**src/rtl/fpdiv_pkg.sv**
```systemverilog
// Shared types for the FP divider arbiter slice.
// Tag layout and widths used by the arbiter and its top.
package fpdiv_pkg;

   localparam int FP_W    = 32;
   localparam int MAX_REQ = 4;
   localparam int ID_W    = $clog2(MAX_REQ);

   typedef struct packed {
      logic            valid;
      logic [ID_W-1:0] id;
   } tag_t;

endpackage

```
**src/rtl/fpdiv_rr_arbiter.sv**
```systemverilog
// Round-robin picker: first request at or after ptr, wrapping.
// Pure combinational; grant is one-hot or zero.
module fpdiv_rr_arbiter
   import fpdiv_pkg::*;
#(
   parameter int NREQ = 2
) (
   input  logic [NREQ-1:0] req,
   input  logic [ID_W-1:0] ptr,
   output logic [NREQ-1:0] grant,
   output logic [ID_W-1:0] winner
);

   int   idx;
   logic found;

   // scan NREQ positions starting at ptr, keep the first hit
   always_comb begin
      grant  = '0;
      winner = '0;
      found  = 1'b0;
      idx    = 0;
      for (int k = 0; k < NREQ; k++) begin
         idx = int'(ptr) + k;
         if (idx >= NREQ) idx = idx - NREQ;
         for (int j = 0; j < NREQ; j++) begin
            if (!found && (j == idx) && req[j]) begin
               found    = 1'b1;
               grant[j] = 1'b1;
               winner   = ID_W'(j);
            end
         end
      end
   end

endmodule

```
**src/rtl/fpdivide_arbiter.sv**
```systemverilog
// Shares one pipelined FP divider between NREQ requesters.
// A tag pipe follows each op so its quotient returns to its owner.
module fpdivide_arbiter
   import fpdiv_pkg::*;
#(
   parameter int NREQ        = 2,
   parameter int DIV_LATENCY = 2,
   parameter int CNT_W       = 16
) (
   input  logic                 clk,
   input  logic                 reset,
   input  logic                 en,
   input  logic [NREQ-1:0]      req_valid,
   input  logic [FP_W*NREQ-1:0] req_a,
   input  logic [FP_W*NREQ-1:0] req_b,
   output logic [NREQ-1:0]      req_ready,
   output logic [FP_W-1:0]      div_a,
   output logic [FP_W-1:0]      div_b,
   input  logic [FP_W-1:0]      div_result,
   output logic [NREQ-1:0]      rsp_valid,
   output logic [FP_W-1:0]      rsp_data,
   output logic                 busy,
   output logic [CNT_W-1:0]     ops_done
);

   localparam int NSTG = DIV_LATENCY + 1;

   logic [ID_W-1:0]  rr_ptr;
   logic [ID_W-1:0]  winner;
   logic [ID_W-1:0]  nxt_ptr;
   logic [NREQ-1:0]  elig;
   logic [NREQ-1:0]  grant;
   logic             hs;
   logic [FP_W-1:0]  sel_a;
   logic [FP_W-1:0]  sel_b;
   tag_t [NSTG-1:0]  tag_q;
   tag_t             last;
   logic             inflight;

   assign elig = req_valid & {NREQ{en & ~reset}};

   fpdiv_rr_arbiter #(
      .NREQ(NREQ)
   ) u_arb (
      .req   (elig),
      .ptr   (rr_ptr),
      .grant (grant),
      .winner(winner)
   );

   assign req_ready = grant;
   assign hs        = |grant;
   assign last      = tag_q[NSTG-1];
   assign nxt_ptr   = (winner == ID_W'(NREQ - 1)) ? '0
                                                  : winner + ID_W'(1);

   // route the winner's operand pair
   always_comb begin
      sel_a = '0;
      sel_b = '0;
      for (int k = 0; k < NREQ; k++) begin
         if (grant[k]) begin
            sel_a = req_a[k*FP_W +: FP_W];
            sel_b = req_b[k*FP_W +: FP_W];
         end
      end
   end

   // anything still travelling through the divider
   always_comb begin
      inflight = 1'b0;
      for (int s = 0; s < NSTG; s++) begin
         inflight = inflight | tag_q[s].valid;
      end
   end

   assign busy = inflight | (|rsp_valid);

   // operand registers and rotating priority
   always_ff @(posedge clk) begin
      if (reset) begin
         div_a  <= '0;
         div_b  <= '0;
         rr_ptr <= '0;
      end else if (hs) begin
         div_a  <= sel_a;
         div_b  <= sel_b;
         rr_ptr <= nxt_ptr;
      end
   end

   // owner tags shift in lockstep with the divider pipeline
   always_ff @(posedge clk) begin
      if (reset) begin
         tag_q <= '0;
      end else begin
         tag_q[0].valid <= hs;
         tag_q[0].id    <= winner;
         for (int s = 1; s < NSTG; s++) begin
            tag_q[s] <= tag_q[s-1];
         end
      end
   end

   // capture quotient and pulse the owner
   always_ff @(posedge clk) begin
      if (reset) begin
         rsp_valid <= '0;
         rsp_data  <= '0;
         ops_done  <= '0;
      end else begin
         rsp_valid <= '0;
         if (last.valid) begin
            rsp_data <= div_result;
            ops_done <= ops_done + CNT_W'(1);
            for (int k = 0; k < NREQ; k++) begin
               rsp_valid[k] <= (last.id == ID_W'(k));
            end
         end
      end
   end

endmodule

```
**config.mk**
```make
export PLATFORM = sky130hd
export DESIGN_NAME = fpdivide_arbiter
export DESIGN_NICKNAME = d
export VERILOG_FILES = /design/src/rtl/fpdiv_pkg.sv /design/src/rtl/fpdiv_rr_arbiter.sv /design/src/rtl/fpdivide_arbiter.sv
export SDC_FILE = /design/constraint.sdc
export NUM_CORES = 1
export LEC_CHECK = 0
export CELL_PAD_IN_SITES_DETAIL_PLACEMENT = 1
export CELL_PAD_IN_SITES_GLOBAL_PLACEMENT = 1
export CORE_MARGIN = 1
export CORE_UTILIZATION = 26
export CTS_CLUSTER_DIAMETER = 120
export CTS_CLUSTER_SIZE = 10
export DETAILED_ROUTE_END_ITERATION = 8
export PLACE_DENSITY_LB_ADDON = 0.1
export SLEW_MARGIN = 15
export SYNTH_ARGS = -nofsm -noshare
export SYNTH_HDL_FRONTEND = slang
export SYNTH_SLANG_ARGS = --single-unit
```
**constraint.sdc**
```tcl
create_clock -name clk -period 1.96 [get_ports clk]
set_clock_uncertainty 0.15 [all_clocks]
set_input_delay 0.588 -clock clk [delete_from_list [all_inputs] [get_ports clk]]
set_output_delay 0.588 -clock clk [all_outputs]
set_load 0.01 [all_outputs]
```
* Word-level counts from Yosys, hierarchy flattened
Index checks and enable logic that the tools add are counted. Widths: inputs -> output; s select.
Cells by class: mux-type cells 16, bitwise gates (word level) 7, equality and inequality tests 4, reduce and logical (&&, ||, !) cells 16, $lt $le $gt $ge 2, add/subtract/negate cells 5
Operators by type and width (count):
- $mux 32 | 6
- $eq 2x32->1 const A | 2
- $logic_not 32->1 | 2
- $ge 32x3->1 const B | 1
- $sub 32x3->32 const B | 1
- $add 16x1->16 const B | 1
- $mux 1 | 9
- $logic_and 1x1->1 | 7
- $reduce_or 2->1 | 3
- $eq 2x1->1 const B | 2
- $add 2x1->3 const B | 1
- $logic_not 1->1 | 3
- $or 1x1->1 | 3
- $sub 2x2->3 const B | 1
- $add 2x1->2 const B | 1
- $and 2x2->2 | 1
- $ge 2x2->1 const B | 1
- $logic_not 2->1 | 1
- $mux 2 | 1
- $not 1->1 | 2
- $and 1x1->1 | 1
Word-level totals: output and inout bits 117, bits in registers 125

* Depth between registers and ports, before layout
Gate-level depths: netlist of run 1.
word-level depth 19, depth in mapped cells 7, gate-level depth less buffers 5

* Cells and area by module
A second synthesis of run 1 with hierarchy kept.
Second synthesis, totals: cell total of the unflattened synthesis 580, area, all modules 5137.4 um2
By module, submodules not included:
- fpdivide_arbiter | area each 5092.4 um2, instances 1, cells each 573
- fpdiv_rr_arbiter | area each 45.0 um2, instances 1, cells each 7

* Least setup slack after synthesis of run 1
OpenSTA, ideal clock, no wires.
kind in2out, from input port en, to output port req_ready[1], slack -0.013 ns, arrival time 1.235 ns, path buffers 1, cell stages on the path 3, cells stage by stage nor2b_1 > and3_1 > clkbuf_1
Between the ends: longest elaborated chain between the ends 16, elaborated cells on any way between the ends 17
Ends and longest elaborated chain:
- from (decl) | RTL line fpdivide_arbiter.sv:12 | input logic en,
- $and 1x1->1 * | RTL line fpdivide_arbiter.sv:40 | assign elig = req_valid & {NREQ{en & ~reset}};
- $and 2x2->2 * | RTL line fpdivide_arbiter.sv:40
- $logic_and 1x1->1 | RTL line fpdiv_rr_arbiter.sv:27 | if (!found && (j == idx) && req[j]) begin
- $mux 1 | RTL line fpdiv_rr_arbiter.sv:27
- $logic_not 1->1 | RTL line fpdiv_rr_arbiter.sv:27
- $logic_and 1x1->1 (2 in series) | RTL line fpdiv_rr_arbiter.sv:27
- $mux 1 | RTL line fpdiv_rr_arbiter.sv:27
- $logic_not 1->1 | RTL line fpdiv_rr_arbiter.sv:27
- $logic_and 1x1->1 (2 in series) | RTL line fpdiv_rr_arbiter.sv:27
- $mux 1 | RTL line fpdiv_rr_arbiter.sv:27
- $logic_not 1->1 | RTL line fpdiv_rr_arbiter.sv:27
- $logic_and 1x1->1 (2 in series) | RTL line fpdiv_rr_arbiter.sv:27
- $mux 1 * | RTL line fpdiv_rr_arbiter.sv:27
- to (decl) | RTL line fpdivide_arbiter.sv:16 | output logic [NREQ-1:0] req_ready,
Mark *: on every way between the ends. The rest lies on a longest branch, timed or not.

* Worst setup path in the final report of run 1
from register tag_q[2] (netlist name), to output port busy
Between the ends: longest elaborated chain between the ends 3
Ends and longest elaborated chain:
- from (decl) | RTL line fpdivide_arbiter.sv:36 | tag_t [NSTG-1:0] tag_q;
- from (signal, indexed assignment) | RTL line fpdivide_arbiter.sv:100 | tag_q[s] <= tag_q[s-1];
- $or 1x1->1 (2 in series) | RTL line fpdivide_arbiter.sv:73 | inflight = inflight | tag_q[s].valid;
- $or 1x1->1 | RTL line fpdivide_arbiter.sv:77 | assign busy = inflight | (|rsp_valid);
- to (decl) | RTL line fpdivide_arbiter.sv:22 | output logic busy,
Every way passes these cells.

==> results of run 1 <==
==> where the power goes <==
group	switching, W	internal (W)	leakage [nW]
combinational	0.000371	0.000517	2.29
clock	0.00114	0.00236	0.316
sequential	0.0000492	0.00256	0.988
==> sequential cells by signal, indices dropped and copies added (netlist names) <==
| signal | count |
|---|---|
| div_a | 32 |
| div_b | 32 |
| rsp_data | 32 |
| ops_done | 16 |
| tag_q | 4 |
| last | 2 |
| rsp_valid | 2 |
| rr_ptr | 1 |
==> through the flow <==
step	total power [W]	worst slack [ns]	hold WS, ns	area, um^2
finish	0.00700	0.0143	0.255	8390
global route	0.00729	-0.0780	0.300	8390
CTS	0.00708	-0.000747	0.257	8360
detailed placement	0.00361	-0.853	0.255	7790
global placement	0.00358	-0.835	0.241	7790
floorplan	0.00296	0.0787	0.233	4650
==> cell type report <==
cell class	instances	area [um^2]
Fill cell	1932	8960
Sequential cell	121	2430
Multi-Input combinational cell	335	2110
Tap cell	225	282
Inverter	4	15.0
Timing Repair Buffer	304	2890
Clock buffer	21	470
Clock inverter	11	191
==> final timing paths <==
check                                  from      endpoint  slack [ns]  cells after the start
worst max-delay path               tag_q[2]          busy        0.01                      3
worst min-delay path                last[0]  rsp_valid[0]        0.25                      1
worst max register to register  ops_done[8]  ops_done[14]        0.12                      4
worst min register to register      last[0]  rsp_valid[0]        0.25                      1
==> cell families after synthesis <==
kind of cell             share of synthesized area, %
AND/OR/NAND/NOR                                  20.8
buffers and inverters                            4.09
XOR/XNOR                                         2.07
flip-flops                                       52.1
multiplexers                                     7.34
AO/OA/AOI/OAI                                    13.3
adder cells (fa/ha/maj)                         0.269
==> cells in the mapped netlist (all sizes together), types with 3 or more instances <==
library cell  count  area [um^2]
nor2            112          420
nor2b             6         37.5
nand3             5         25.0
a221oi           64          561
inv               4         15.0
xnor2             8         70.1
mux2i            33          330
nand2             8         30.0
nor3             69          345
clkbuf           31          116
nor4              5         31.3
and3              3         18.8
xor2              3         26.3
a21oi             3         15.0
buf              14         58.8
dfxtp           121         2420
nand4             3         25.0
==> metal layers <==
metal / part of all wire [%] / GRT usage, % / routed length [um]
met2: 51 / 33.7 / 8870
met1: 38 / 19.8 / 6710
met3: 8.7 / 7.71 / 1530
met4: 2.4 / 8.05 / 424
met5: 0 / 0 / 0
==> what timing repair did <==
item	in CTS	in global routing
setup buffers	2	0
pin swaps	4	1
gates resized for setup	150	11
endpoints found under the setup margin	181	37
hold buffers	0	0
==> impl_results.md, run 1 <==
* Mapped Area at 0.00465 mm^2
* Drt total wl at ~18000 um
* Synth async-reset ratio at 0%
* DR pass1 iterations at 4
* Core box area at between 0.015 and 0.02 mm^2
* DRT antenna net count at 0
* Crit. End Element: output port
* CP peak stage delay at 0.32 ns
* Gate Count Post-Synth at around 500
* Most frequent cells in the layout: 160 x clkdlybuf4s50_1, 116 x dfxtp_1, 114 x dlygate4sd2_1, 112 x nor2_1, 69 x nor3_1
* CP bufs+invs at 1
* Unique masters post-synth at 29
* Setup CP Type: reg2out
* Syn Nets at 671
* Placed cells at between 900 and 1000
* Initial antenna violation count at 0
* Slew HR at a little over 50%
* CP required at about 1.2 ns
* Startpoint Class: flop
* Max Cap Viol at 0
* Starting density of the core at 26.8%
* Fmax at between 500 and 600 MHz
* Clk sink count at between 100 and 150
* Ys flop type: dfxtp_1
* Largest net degree at the start of global routing at 95
* Layout cells sized above 1 at between 10% and 20%
* Initial drt markers at 180
* Synthesized area per cell at just over 9 um^2
* Least-Margin Pin Slew at 0.739 ns
* Final setup viols at 0
* FP Rows at 48
* Clk_lat worst skew at a little over 0.4 ns
* VDD IR-drop max at around 0.0006 V
* Clock Path Buffers at 2
* I/O pin cnt at 282
* TritonCTS clock tree: done
* CTS Root Cell: clkbuf_16
* Register area share after synthesis at a little over half
* Clk slew on worst S/H paths at 0.06 ns
* Final worst-path cycle share at between 90% and 100%
* Port Buffers at roughly 280
* Commonest non-fill, non-tap cell in the layout: clkdlybuf4s50_1
* RSZ-0062 raised after global routing: yes
* Synth Warn # at 0
* Area added between synthesis and finish at 80.4%
* Fin nets at approximately 950
* Leakage power at between 3 and 4 nW
* Synth Register Bits at around 120
* Crit path max-delay family: simple AND/OR/NAND/NOR gates
* Power density over the cells at about 830 mW/mm^2
* Post-Layout Cell Count at between 1000 and 1500
* GP Congestion at ~0.73
* Status: finished clean
* Htree depth at 4
* Die X-Extent at 136 um
* Chip height at about 140 um
* Num CTS Buffers at 17
* Crit path max-delay cell type: dfxtp_2
* Via Count at approximately 4900
* Final core utilization at 48.3%
* Final Hold Viols at 0
* Die area at between 0.015 and 0.02 mm^2
* Slew Viols, Final at 0
* Vias in the first global route at between 5000 and 6000
* Vias/cell at a little under 5
* WL/cell at between 15 and 20 um
* DRC Markers at 0
* Tightest Hold Check Type: reg2reg
* Critical path arrival at around 1.2 ns
* Number of flops mapped to enable cells by yosys at 0
* Global-route wire length before repair at between 20000 and 30000 um
* Final Critical Period at a little under 2 ns
* Crit path max fanout at 2
* Hpwl dp at between 10000 and 15000 um
* ANT cells at 0
* Overall routing resource usage at between 10% and 20%
* TNS Setup at 0 ns
* Gr ovfl total at 0
* Critical-path cell list: nor4_2, nand2_1, buf_6
Power figures use the tool's default switching activity.
==> run 2, diff against run 1 <==
--- a/config.mk
+++ b/config.mk
@@ -13,6 +13,7 @@
 export CTS_CLUSTER_SIZE = 10
 export DETAILED_ROUTE_END_ITERATION = 8
 export PLACE_DENSITY_LB_ADDON = 0.1
+export SKIP_CTS_REPAIR_TIMING = 1
 export SLEW_MARGIN = 15
 export SYNTH_ARGS = -nofsm -noshare
 export SYNTH_HDL_FRONTEND = slang
==> impl_results.md, run 2 (synthesis results as in run 1) <==
* Die area at 0.0184 mm^2 (unchanged)
* Power consumption at 0.00703 W (+0.44%)
* Initial drt markers at 194 (+7.8%)
* Clk sink count at 121 (unchanged)
* WL/cell at 17.1 um (-0.24%)
* Startpoint Class: flop
* Clock Path Buffers at 2 (unchanged)
* Multi-input gate area at 0.00209 mm^2 (-1.2%)
* Drt total wl at 17500 um (-0.24%)
* Via Count at 4927 (-0.12%)
* Placed cells at 987 (unchanged)
* Final setup viols at 0 (unchanged)
* Tightest Hold Check Type: reg2reg
* Most frequent cells in the layout: 160 x clkdlybuf4s50_1, 117 x dfxtp_1, 116 x dlymetal6s2s_1, 112 x nor2_1, 69 x nor3_1
* Clock network fraction of design power at 49.8% (-0.2 points)
* Slew Viols, Final at 0 (unchanged)
* Vias/cell at 4.83 (-0.12%)
* Switching power at 0.00156 W (-0.19%)
* CP required at 1.22 ns (about the same)
* Slew HR at 50.7% (-0.053 points)
* TritonCTS clock tree: done
* Power density over the cells at 800 mW/mm^2 (-4.0%)
* DRC Markers at 0 (unchanged)
* Placed Area at 0.00779 mm^2 (unchanged)
* Vias in the first global route at 5169 (+0.019%)
* Register area at 0.00243 mm^2 (about the same)
* Final instance area at 0.00878 mm^2 (+4.7%)
* DR pass1 iterations at 4 (unchanged)
* Fin nets at 947 (-0.21%)
* FP Rows at 48 (unchanged)
* DRT antenna net count at 0 (unchanged)
* Gr ovfl total at 0 (unchanged)
* RSZ-0062 raised after global routing: yes
* Final worst-path cycle share at 99.5% (+0.20 points)
* GP Congestion at 0.731 (unchanged)
* CTS Root Cell: clkbuf_16
* Starting density of the core at 26.8% (unchanged)
* Area added between synthesis and finish at 88.9%
* Layout cells sized above 1 at 8.94% (-1.1 points)
* Final Critical Period at 1.95 ns (+0.00384 ns)
* I/O pin cnt at 282 (unchanged)
* Crit path max fanout at 2 (unchanged)
* Leakage power at 5.07 nW (+41%)
* Initial antenna violation count at 2 (+2)
* Global-route wire length before repair at 26600 um (-0.52%)
* Int Pwr at 0.00547 W (+0.63%)
* Commonest non-fill, non-tap cell in the layout: clkdlybuf4s50_1
* Critical path arrival at 1.21 ns (about the same)
* Max Cap Viol at 0 (unchanged)
* VDD IR-drop max at 0.000613 V (+0.19%)
* Post-Layout Cell Count at 1021 (unchanged)
* Least-Margin Pin Slew at 0.740 ns (+0.000798 ns)
* Die X-Extent at 136 um (unchanged)
* Setup CP Type: reg2out
* Hpwl dp at 12600 um (unchanged)
* Core box area at 0.0174 mm^2 (unchanged)
* Crit. End Element: output port
* Fmax at 513 MHz (-0.20%)
* Chip height at 136 um (unchanged)
* Largest net degree at the start of global routing at 95 (unchanged)
* Status: finished clean
* Largest registers: div_a (32), div_b (32), rsp_data (32)
* Final Hold Viols at 0 (unchanged)
* Fill cells at 1869 (-3.3%)
* Overall routing resource usage at 18.9% (-0.13 points)
* Clk slew on worst S/H paths at 0.06 ns (about the same)
* Htree depth at 4 (unchanged)
* Port Buffers at 281 (unchanged)
* Final core utilization at 50.6% (+2.3 points)
* Power share of the combinational group at 13.0% (+0.3 points)
* Num CTS Buffers at 17 (unchanged)
* Switching share of power at 22.2% (-0.14 points)
* Clk_lat worst skew at 0.41 ns (about the same)
* Sequential share of power at 37.1% (-0.2 points)
run 2: through the flow:
step           TNS [ns]  worst slack [ns]  hold slack (ns)
3_3_place_gp     -49.05            -0.835            0.241
2_1_floorplan         0            0.0787            0.233
4_1_cts          -36.65            -0.851            0.257
3_5_place_dp     -52.44            -0.853            0.255
6_report              0            0.0105            0.256
5_1_grt         -0.0978           -0.0834            0.300
run 2: critical path: stages (launching register included):
cell,delay [ns]
dfxtp_1,0.32
nor4_2,0.26
nand2_1,0.08
clkbuf_2,0.14
run 2: path summary, 6_finish.rpt:
path | start | endpoint | slack [ns] | cells after the start
setup / recovery | rsp_valid[0] | busy | 0.01 | 3
hold / removal | last[0] | rsp_valid[0] | 0.26 | 1
setup reg to reg | ops_done[10] | ops_done[14] | 0.12 | 4
hold reg to reg | last[0] | rsp_valid[0] | 0.26 | 1
run 2: metal layers:
layer | global-route usage [%] | wire length, um | up-vias
li1 | - | - | 2384
met1 | 19.4 | 6640 | 2330
met2 | 33.6 | 8890 | 189
met3 | 8.04 | 1570 | 24
met4 | 7.80 | 391 | 0
met5 | 0 | 0 | -
run 2: final cells by class:
cell class / count / area share [%]
clock inverters: 11 / 2.18
repair buffers: 302 / 37.7
well taps: 225 / 3.20
inverters: 4 / 0.171
flip-flops and latches: 121 / 27.6
clock buffers: 21 / 5.36
diodes: 2 / 0.0570
multi-input cells: 335 / 23.7
run 2: power by group through the flow:
stage	registers, W	clock network [W]	logic [W]
after CTS	0.00261	0.00357	0.000949
final	0.00261	0.00350	0.000916
after global routing	0.00262	0.00371	0.000989
after detailed placement	0.00266	0	0.000943
after global placement	0.00266	0	0.000924
after floorplan	0.00270	0	0.000262
